### config.mk
export PLATFORM = sky130hd
export DESIGN_NAME = div16_seq
export DESIGN_NICKNAME = d
export VERILOG_FILES = /design/src/rtl/div16_seq.sv
export SDC_FILE = /design/constraint.sdc
export NUM_CORES = 1
export LEC_CHECK = 0
export BUFFER_PORTS_ARGS = -buffer_cell sky130_fd_sc_hd__buf_4
export CAP_MARGIN = 20
export CORE_MARGIN = 3
export CORE_UTILIZATION = 62
export CTS_CLUSTER_SIZE = 24
export DETAILED_ROUTE_END_ITERATION = 6
export GPL_TIMING_DRIVEN = 0
export PLACE_DENSITY = 0.9
export SLEW_MARGIN = 20
export SYNTH_ARGS = -nofsm -noshare
export SYNTH_HDL_FRONTEND = slang
export SYNTH_SLANG_ARGS = --single-unit
### constraint.sdc
create_clock -name i_clk -period 4.3 [get_ports i_clk]
set_clock_uncertainty 0.2 [all_clocks]
set_input_delay 0.43 -clock i_clk [delete_from_list [all_inputs] [get_ports i_clk]]
set_output_delay 0.43 -clock i_clk [all_outputs]
set_load 0.01 [all_outputs]
### src/rtl/div16_seq.sv
// Sequential 16-bit unsigned restoring divider: one quotient bit per cycle, MSB first.
// A zero divisor skips the iteration and reports saturated quotient with o_div_zero.
//
// state | meaning
// IDLE  | waiting for i_start
// RUN   | 16 restoring-division steps in progress (o_busy)
// DONE  | results valid for one cycle (o_done); accepts back-to-back start
module div16_seq (
  input  logic        i_clk,
  input  logic        i_rst_n,
  input  logic        i_start,
  input  logic [0:15] i_dividend,
  input  logic [0:15] i_divisor,
  output logic        o_busy,
  output logic        o_done,
  output logic [0:15] o_quotient,
  output logic [0:15] o_remainder,
  output logic        o_div_zero
);

  typedef enum logic [1:0] {IDLE, RUN, DONE} state_t;

  state_t      state_q, state_d;
  logic        accept;
  logic [3:0]  cnt_q;
  logic [15:0] dvd_q, dvs_q, rem_q, quo_q;
  logic [16:0] shifted, diff;
  logic        keep;
  logic [15:0] rem_d, quo_d;
  logic        last_step;

  // rem_q < dvs_q, so a kept difference always fits in 16 bits and bit 16 is the borrow
  assign shifted   = {rem_q, dvd_q[15]};
  assign diff      = shifted - {1'b0, dvs_q};
  assign keep      = ~diff[16];
  assign rem_d     = keep ? diff[15:0] : shifted[15:0];
  assign quo_d     = {quo_q[14:0], keep};
  assign last_step = (cnt_q == 4'd15);

  always_comb begin
    state_d = state_q;
    accept  = 1'b0;
    case (state_q)
      IDLE, DONE: begin
        if (i_start) begin
          accept  = 1'b1;
          state_d = (i_divisor == 16'd0) ? DONE : RUN;
        end else if (state_q == DONE) begin
          state_d = IDLE;
        end
      end
      RUN: begin
        if (last_step) state_d = DONE;
      end
      default: state_d = IDLE;
    endcase
  end

  assign o_busy = (state_q == RUN);
  assign o_done = (state_q == DONE);

  always_ff @(posedge i_clk or negedge i_rst_n) begin
    if (!i_rst_n) begin
      state_q     <= IDLE;
      cnt_q       <= 4'd0;
      dvd_q       <= 16'd0;
      dvs_q       <= 16'd0;
      rem_q       <= 16'd0;
      quo_q       <= 16'd0;
      o_quotient  <= 16'd0;
      o_remainder <= 16'd0;
      o_div_zero  <= 1'b0;
    end else begin
      state_q <= state_d;
      if (accept) begin
        dvd_q      <= i_dividend;
        dvs_q      <= i_divisor;
        rem_q      <= 16'd0;
        quo_q      <= 16'd0;
        cnt_q      <= 4'd0;
        o_div_zero <= 1'b0;
        if (i_divisor == 16'd0) begin
          o_quotient  <= 16'hFFFF;
          o_remainder <= i_dividend;
          o_div_zero  <= 1'b1;
        end
      end else if (state_q == RUN) begin
        dvd_q <= {dvd_q[14:0], 1'b0};
        rem_q <= rem_d;
        quo_q <= quo_d;
        cnt_q <= cnt_q + 4'd1;
        if (last_step) begin
          o_quotient  <= quo_d;
          o_remainder <= rem_d;
        end
      end
    end
  end

endmodule
# == Word-level counts from Yosys, hierarchy flattened ==
# Index checks and enable logic that the tools add are counted.
# word_totals
ff_bits,102
inputBits,35
output_inout_bits,35
elab_cells,50
# op_classes
add_sub_neg,2
n_eq_ne,6
mux,25
bitwise_logic,1
reduce_logical,7
# ops
op,n
two-way mux 16 bit,13
two-way mux 15 bit,2
subtractor 17 x 16 -> 17 bit,1
logical NOT 16 bit,1
two-way mux 2 bit,4
two-way mux 4 bit,2
adder 4 x 1 -> 4 bit (second input constant),1
equality test 4 bit (second input constant),1
!= test 2 x 1 -> 1 bit (second input constant),2
case mux 2 bit (2 select lines),1
nonzero test 2 bit,2
two-way mux 1 bit,3
!= test 3 bit (second input constant),1
AND reduction 3 bit,1
equality test 2 x 1 -> 1 bit (second input constant),1
equality test 2 bit (second input constant),1
logical NOT 2 bit,1
AND reduction 2 bit,1
OR reduction 2 bit,1
inverter 1 bit,1

# == Logic depth before layout (Yosys ltp) ==
# Gate-level depths: netlist of the first run.
# depth
depth_word,5
depth_mapped,12
mapped_depth_nobuf,10

# == Least setup slack after synthesis of the first run ==
# OpenSTA, ideal clock, no wires.
# synth_timing
kind,register to register
start,register dvd_q[15]
end,register o_remainder[8] (netlist name)
setup_ns,0.094
arrival_time_ns,2.533
required_ns,4.006
setup_slack_ns,1.473
stages_incl_launch_ff,12
path_buffers,1
period_less_slack_ns,2.827
cell_sequence,dfrtp_1 -> inv_1 -> ha_1 -> fa_1 -> nand2b_1 -> a21oi_1 -> nor2_1 -> o21ai_2 -> mux2_4 -> buf_12 -> mux2_4 -> a221oi_2
# synth_via
elab_chain_len,5
# synth_rtl
item,line,rtl
start: declaration,26,"logic [15:0] dvd_q, dvs_q, rem_q, quo_q;"
start signal: assignment,76,dvd_q <= i_dividend;
start signal: assignment,88,"dvd_q <= {dvd_q[14:0], 1'b0};"
subtractor 17 x 16 -> 17 bit,34,"assign diff = shifted - {1'b0, dvs_q};"
two-way mux 16 bit,36,assign rem_d = keep ? diff[15:0] : shifted[15:0];
two-way mux 16 bit,92,if (last_step) begin
two-way mux 16 bit,87,end else if (state_q == RUN) begin
two-way mux 16 bit,75,if (accept) begin
end signal: assignment,84,o_remainder <= i_dividend;
end signal: assignment,94,o_remainder <= rem_d;
end: declaration,17,"output logic [0:15] o_remainder,"
# No other way between the ends. The select of a mux whose other input is x is not followed.
# A chain may end at the register's enable or synchronous reset.

# == Worst setup path in the final report of the first run ==
# layout_timing
start,register dvd_q[15]
end,register o_remainder[9] (netlist name)
# The elaborated chain is that of the path after synthesis.

==> impl_metrics.csv, run 1 <==
group,metric,value,unit
finish,fill_cells,536,
synthesis,synth-seq-cells,102,
critical_path,end_kind,"flop",
critical_path,cp-start-kind,"flop",
placed_design,postPlaceCellArea,0.00565,mm^2
sta,tightest_slew,0.902,ns
floorplan,die_area,0.00918,mm^2
finish,area_growth_syn_to_layout,16.7,%
critical_path,cp_max_fo,10,
grt,grt_pass1_wl,21100,um
sta,finalHoldViolCount,0,
critical_path,crit_slowest_cell,"fa_1",
clock_tree,max-clock-path-buffers,2,
clock_tree,ctsResizeCount,0,
grt,grt_max_degree,103,
floorplan,die_width,95.8,um
sta,max_freq,303,MHz
sta,worst_hold_slack,0.0705,ns
detailed_routing,drt-initial-drc-count,389,
grt,antenna_found_initial,0,
power,pwr-share-seq,29.2,%
detailed_routing,via_count,4236,
critical_path,worst-path-buf-inv,3,
sta,timing.final.crit_share,76.9,%
floorplan,rows,32,
clock_tree,post_cts_buffers,0,
power,total_leakage_power,2.75,nW
placed_design,dp_slack,1.06,ns
clock_tree,tritoncts,"built",
placed_design,portBuffers,69,
clock_tree,root_buffer,"clkbuf_8",
power,netSwitchingFraction,45.0,%
power,pwr_density_cell,1010,mW/mm^2
finish,fin_cells,678,
critical_path,crit_path_frequent_cell,"buf_12",
run,drv_cap,0,
floorplan,initial_core_util,64.4,%
synthesis,async_reset_ff_share,100,%
critical_path,crit_type,"reg -> reg",
detailed_routing,final_antenna_net_count,0,
clock_tree,cts.sinks,102,
floorplan,core_area,0.00777,mm^2
detailed_routing,drc_errors,0,
sta,finalWorstSetupSlack,0.995,ns
worst_hold_path,hp-class,"in -> reg",
detailed_routing,wl,13400,um
synthesis,yosysSeqAreaShare,51.0,%
finish,diodes,0,
grt,grt.total_usage,30.6,%
critical_path,cp_cell_sequence,"inv_1 -> ha_1 -> fa_1 -> nand2b_1 -> a21oi_1 -> nor2_1 -> o21ai_2 -> mux2_4 -> buf_12 -> buf_12 -> mux2i_1 -> o221ai_1",
synthesis,synth_area,0.00500,mm^2
finish,drive_gt1_share,16.8,%
power,p_sw,2.64,mW
synthesis,synth_nets,544,
finish,nets,625,
sta,finalSetupTns,0,ns
floorplan,die_height,95.8,um
power,p_int,3.23,mW
finish,final_cell_area,0.00584,mm^2
critical_path,critPathArrivalTime,3.33,ns
outcome,outcome,"completed",
sta,min_period,3.30,ns
placed_design,dp_hpwl,9860,um
critical_path,worst_path_largest_cell_delay,0.41,ns
placed_design,dp_cells,662,
power,vdd_drop_max,0.000559,V
synthesis,synth_cell_types,51,
synthesis,ys.flop_type,"dfrtp_1",
synthesis,yosys_warnings,0,
detailed_routing,via_per_inst,6.25,
synthesis,syn_inst,491,
placed_design,gp_congestion,0.910,
clock_tree,path_clk_slew,0.10,ns
floorplan,io_pins,70,
synthesis,synth_area_per_cell,10.2,um^2
clock_tree,tritoncts.num_buffers,9,
power,clkPwrFrac,9.7,%
clock_tree,h-tree-depth,3,
clock_tree,postCtsHoldBufs,1,
synthesis,synth-edff-count,0,
grt,grt_pass1_vias,4110,
power,comb_power_share,61.1,%
grt,overflow,0,
sta,rsz0062_at_grt,"no",
critical_path,crit_family,"multiplexers",
sta,slew_headroom,39.9,%
sta,setup_violations,0,
detailed_routing,dr.pass1.iters,5,
critical_path,cp.required,4.32,ns
detailed_routing,post_drt_wl_per_cell,19.7,um
clock_tree,insertion_delay,0.37,ns
sta,report.final.slew_viol_count,0,
-- area by class of cell --
cell class | count | area, um^2 | share of cell area (%)
inverter | 23 | 86.3 | 1.48
clock buffer | 9 | 124 | 2.12
buffer | 28 | 144 | 2.46
sequential | 102 | 2550 | 43.7
multi-input combinational | 338 | 2220 | 38.0
timing repair buffer | 70 | 532 | 9.11
clock inverter | 6 | 53.8 | 0.922
tap | 102 | 128 | 2.19
-- cells in the final DEF (no fill, tap or decap), types with 2 or more instances in the layout --
cell type	Yosys	layout
a21o_1	3	3
clkinv_4	0	2
nand4_1	2	2
nand3_1	5	5
xnor2_1	11	11
a22o_1	18	18
o21ai_1	7	7
clkbuf_1	22	22
nor2_1	22	22
buf_2	2	2
inv_1	23	23
nand2b_1	5	5
a31oi_1	7	7
ha_1	17	17
a221oi_2	2	2
nor3_1	3	3
buf_4	1	69
inv_6	0	2
buf_12	2	2
mux2i_1	23	23
o21ai_0	48	48
clkbuf_8	0	9
dfrtp_1	102	102
nor2b_1	4	4
o22a_1	16	16
mux2_4	2	2
xor2_1	4	4
o221ai_1	7	7
nand2_1	64	64
nor4_1	4	4
o21a_1	7	7
a21oi_1	31	31
o31ai_1	3	3
and3_1	4	4
-- cell families after synthesis --
kind of cell             Yosys count  share of synthesized area [%]
AO/OA/AOI/OAI                    162                           21.5
XOR/XNOR                          15                           2.63
flip-flops                       102                           51.0
adder cells (fa/ha/maj)           18                           4.65
AND/OR/NAND/NOR                  118                           10.3
multiplexers                      25                           5.20
buffers and inverters             51                           4.60
-- worst paths after layout --
path                                   to  slack [ns]  cells past startpoint         start
max                        o_remainder[9]         1.0                     12     dvd_q[15]
max reg2reg                o_remainder[9]         1.0                     12     dvd_q[15]
min in group asynchronous        dvs_q[6]        0.51                      2       i_rst_n
min reg2reg                      cnt_q[3]        0.30                      1      cnt_q[3]
min                             dvs_q[15]        0.07                      3  i_divisor[0]
max in group asynchronous       rem_q[10]        2.76                      2       i_rst_n
-- sequential cells by signal (all words and copies together), names as in the netlist --
| register | flops |
|---|---|
| o_quotient | 16 |
| o_remainder | 16 |
| quo_q | 15 |
| rem_q | 16 |
| o_div_zero | 1 |
| dvd_q | 16 |
| state_q | 2 |
| cnt_q | 4 |
| dvs_q | 16 |
-- layer usage --
layer  part of all wire, %  wire length [um]  up-vias  track usage, %
met4                   1.6               219        0            7.82
met2                    47              6320      214            47.7
met1                    43              5690     2081            43.4
met5                     0                 0        -               0
li1                      -                 -     1923               -
met3                   8.6              1150       18            7.04
-- power groups by stage --
stage          clock (mW)  combinational, mW  sequential (mW)
2_1_floorplan           0               2.51             1.69
3_3_place_gp            0               3.37             1.69
3_5_place_dp            0               3.50             1.71
4_1_cts             0.571               3.53             1.70
5_1_grt             0.608               3.89             1.75
6_report            0.570               3.59             1.72
-- synthesized netlist by cell type, drive strengths merged, types with 2 or more instances --
cell | instances | area (um^2)
o21ai | 56 | 284
mux2 | 2 | 30.0
nand4 | 2 | 12.5
buf | 6 | 61.3
a31oi | 7 | 43.8
inv | 23 | 86.3
a21oi | 31 | 155
clkbuf | 22 | 82.6
xor2 | 4 | 35.0
nand2b | 5 | 31.3
o211ai | 2 | 20.0
ha | 17 | 213
o22a | 16 | 140
a22o | 18 | 158
nor2b | 4 | 25.0
o221ai | 7 | 61.3
nand3 | 5 | 25.0
nor2 | 22 | 82.6
dfrtp | 102 | 2550
o31ai | 3 | 22.5
nand2 | 65 | 246
nor3 | 3 | 15.0
mux2i | 23 | 230
and3 | 4 | 25.0
a21o | 3 | 22.5
xnor2 | 11 | 96.3
nor4 | 4 | 25.0
o21a | 7 | 52.6
a221oi | 2 | 30.0
-- worst min-delay path, stage by stage --
cell and delay [ns]:
buf_4 0.08, nand2_1 0.04, o21ai_0 0.06
-- metrics by stage --
stage | total power [mW] | utilization (%)
2_1_floorplan | 4.21 | -
3_3_place_gp | 5.06 | 72.7
6_report | 5.87 | 75.2
3_5_place_dp | 5.21 | 72.7
5_1_grt | 6.25 | 75.2
4_1_cts | 5.80 | 75.2
Note: power is estimated with default switching activity, not from simulation.
==> inputs of run 2 (changes only) <==
--- a/config.mk
+++ b/config.mk
@@ -5,14 +5,15 @@
 export SDC_FILE = /design/constraint.sdc
 export NUM_CORES = 1
 export LEC_CHECK = 0
+export ABC_AREA = 1
 export BUFFER_PORTS_ARGS = -buffer_cell sky130_fd_sc_hd__buf_4
 export CAP_MARGIN = 20
 export CORE_MARGIN = 3
-export CORE_UTILIZATION = 62
+export CORE_UTILIZATION = 59
 export CTS_CLUSTER_SIZE = 24
 export DETAILED_ROUTE_END_ITERATION = 6
 export GPL_TIMING_DRIVEN = 0
-export PLACE_DENSITY = 0.9
+export PLACE_DENSITY = 0.86
 export SLEW_MARGIN = 20
 export SYNTH_ARGS = -nofsm -noshare
 export SYNTH_HDL_FRONTEND = slang
==> constraint.sdc (replaced) <==
create_clock -name i_clk -period 3.4 [get_ports i_clk]
set_clock_uncertainty 0.2 [all_clocks]
set_input_delay 0.34 -clock i_clk [delete_from_list [all_inputs] [get_ports i_clk]]
set_output_delay 0.34 -clock i_clk [all_outputs]
set_load 0.01 [all_outputs]
==> impl_metrics.csv, run 2 <==
group,metric,value,unit
outcome,outcome,"completed",
synthesis,synth_area,0.00581,mm^2
critical_path,rr_worst_depth,16,
synthesis,yosysSeqAreaShare,43.9,%
detailed_routing,dr.pass1.iters,5,
finish,nets,916,
synthesis,synth_nets,827,
synthesis,synth_cell_types,37,
clock_tree,root_buffer,"clkbuf_8",
sta,worst_hold_slack,0.0414,ns
finish,multi_input_area,0.00255,mm^2
grt,grt.total_usage,27.5,%
critical_path,end_kind,"flop",
power,vdd_drop_max,0.000707,V
placed_design,gp_congestion,0.894,
finish,final_cell_mix,"nand2_1, inv_1, dfrtp_1, nor2_1, buf_4",
synthesis,syn_inst,774,
sta,slew_headroom,38.1,%
finish,area_growth_syn_to_layout,16.8,%
clock_tree,ctsResizeCount,0,
synthesis,yosys_warnings,0,
power,pwr_density_cell,1080,mW/mm^2
synthesis,yosysMostFrequentCell,"nand2_1",
synthesis,ys.flop_type,"dfrtp_1",
sta,min_period,2.71,ns
detailed_routing,final_antenna_net_count,0,
detailed_routing,via_per_inst,5.24,
sta,setup_violations,0,
critical_path,worst-path-buf-inv,4,
clock_tree,tritoncts,"built",
critical_path,path_depth,16,
detailed_routing,drc_errors,0,
critical_path,crit_family,"simple AND/OR/NAND/NOR gates",
synthesis,synthTopCellsByArea,"dfrtp_1, nand2_1, inv_1",
finish,register_area,0.00255,mm^2
grt,grt_pass1_vias,5046,
sta,finalHoldViolCount,0,
synthesis,synth_area_per_cell,7.51,um^2
synthesis,async_reset_ff_share,100,%
sta,timing.final.crit_share,79.7,%
detailed_routing,post_drt_wl_per_cell,14.7,um
worst_hold_path,holdPathStages,3,
critical_path,critPathArrivalTime,2.79,ns
worst_hold_path,holdPathEnd,"dvd_q[12]",
floorplan,die_height,105,um
floorplan,die_width,105,um
finish,drive_gt1_share,17.1,%
critical_path,cp_cell_sequence,"inv_1 -> ha_1 -> fa_1 -> inv_1 -> nand2_1 -> nand2_1 -> nand3_1 -> nand2_2 -> nand2_2 -> nand3_1 -> nand2_4 -> buf_12 -> nand3_2 -> nand3_1 -> nand2_1 -> inv_1",
clock_tree,path_clk_slew,0.10,ns
sta,finalSetupTns,0,ns
sta,max_freq,369,MHz
detailed_routing,drt-initial-drc-count,385,
synthesis,synth-seq-cells,102,
critical_path,crit_type,"reg -> reg",
critical_path,cp.required,3.48,ns
synthesis,synth_area_leader_cell,"dfrtp_1",
grt,grt_max_degree,103,
run,drv_cap,0,
finish,fill_cells,750,
placed_design,portBuffers,69,
synthesis,synth-edff-count,0,
worst_hold_path,hp-class,"in -> reg",
detailed_routing,via_count,5227,
grt,grt_pass1_wl,24600,um
grt,antenna_found_initial,0,
sta,report.final.slew_viol_count,0,
clock_tree,insertion_delay,0.38,ns
power,total_leakage_power,3.75,nW
synthesis,netlist.area_leader.share,43.9,%
sta,rsz0062_at_grt,"no",
worst_hold_path,min-delay-start,"i_dividend[3]",
grt,overflow,0,
floorplan,core_area,0.00942,mm^2
floorplan,io_pins,70,
placed_design,dp_hpwl,11000,um
floorplan,initial_core_util,61.7,%
detailed_routing,wl,14700,um
finish,mostFrequentLayoutCell,"nand2_1",
clock_tree,cts.sinks,102,
floorplan,die_area,0.0111,mm^2
clock_tree,max-clock-path-buffers,2,
clock_tree,tritoncts.num_buffers,9,
critical_path,crit_slowest_cell,"dfrtp_1",
finish,diodes,0,
critical_path,cp-start-kind,"flop",
synthesis,ys_top_cells_by_count,"nand2_1, inv_1, dfrtp_1, nor2_1, nand3_1",
critical_path,timing.rr.start,"dvd_q[15]",
sta,tightest_slew,0.928,ns
critical_path,cp_max_fo,10,
critical_path,reg2reg_slack,0.69,ns
critical_path,reg2reg_to,"o_remainder[0]",
critical_path,worst_path_largest_cell_delay,0.41,ns
clock_tree,h-tree-depth,3,
floorplan,rows,35,
## run 2: worst max-delay path by stage
stage	from	to	slack (ns)
6_report	dvd_q[15]	o_remainder[0]	0.69
3_3_place_gp	dvd_q[15]	o_remainder[0]	0.80
5_1_grt	dvd_q[15]	o_remainder[10]	0.52
3_5_place_dp	dvd_q[15]	o_remainder[0]	0.73
4_1_cts	dvd_q[15]	o_remainder[10]	0.72
2_1_floorplan	dvd_q[15]	o_remainder[0]	1.15
## run 2: routing by layer
layer	routed length (um)	GRT usage (%)	up-vias
li1	-	-	2590
met1	6460	37.6	2431
met2	7110	45.9	188
met3	959	5.94	18
met4	138	4.97	0
met5	0	0	-
## run 2: cells by family after synthesis
kind of cell,synth area share [%]
AO/OA/AOI/OAI,8.70
XOR/XNOR,1.21
buffers and inverters,12.2
AND/OR/NAND/NOR,30.0
flip-flops,43.9
adder cells (fa/ha/maj),4.01
## run 2: what timing repair did
item | 4_1_cts | 5_1_grt
hold buffers | 9 | 0
buffers inserted | 0 | 0
endpoints found under the setup margin | 0 | 0
hold endpoints to repair | 110 | 0
## run 2: where the power goes
group / total, mW / switching (mW) / internal, mW
clock network: 0.807 / 0.454 / 0.353
logic: 4.42 / 2.74 / 1.68
registers: 2.09 / 0.318 / 1.78
total: 7.32 / 3.51 / 3.81
## run 2: worst reg2reg max path, delay by kind of cell, from the launching register on
family        cells  cell delay [ns]
flops             1             0.41
buf+inv           4             0.45
simple gates     10             0.90
fa+ha+maj         2             0.66
## run 2: stage by stage
stage / instance area [um^2] / cells / worst slack [ns] / utilization (%) / total power, mW
floorplan: 5810 / 774 / 1.15 / - / 5.19
global placement: 6490 / 972 / 0.796 / 68.9 / 6.34
detailed placement: 6490 / 972 / 0.734 / 69.0 / 6.47
CTS: 6780 / 997 / 0.717 / 72.1 / 7.32
global route: 6780 / 997 / 0.518 / 72.1 / 8.00
finish: 6780 / 997 / 0.692 / 72.1 / 7.32
## run 2: cell type report
cell class                 instances  area share (%)
sequential                       102            37.6
multi-input combinational        504            37.6
timing repair buffer              78            9.02
inverter                         139            7.69
buffer                            29            2.73
tap                              129            2.38
clock buffer                      10            1.88
clock inverter                     6            1.07
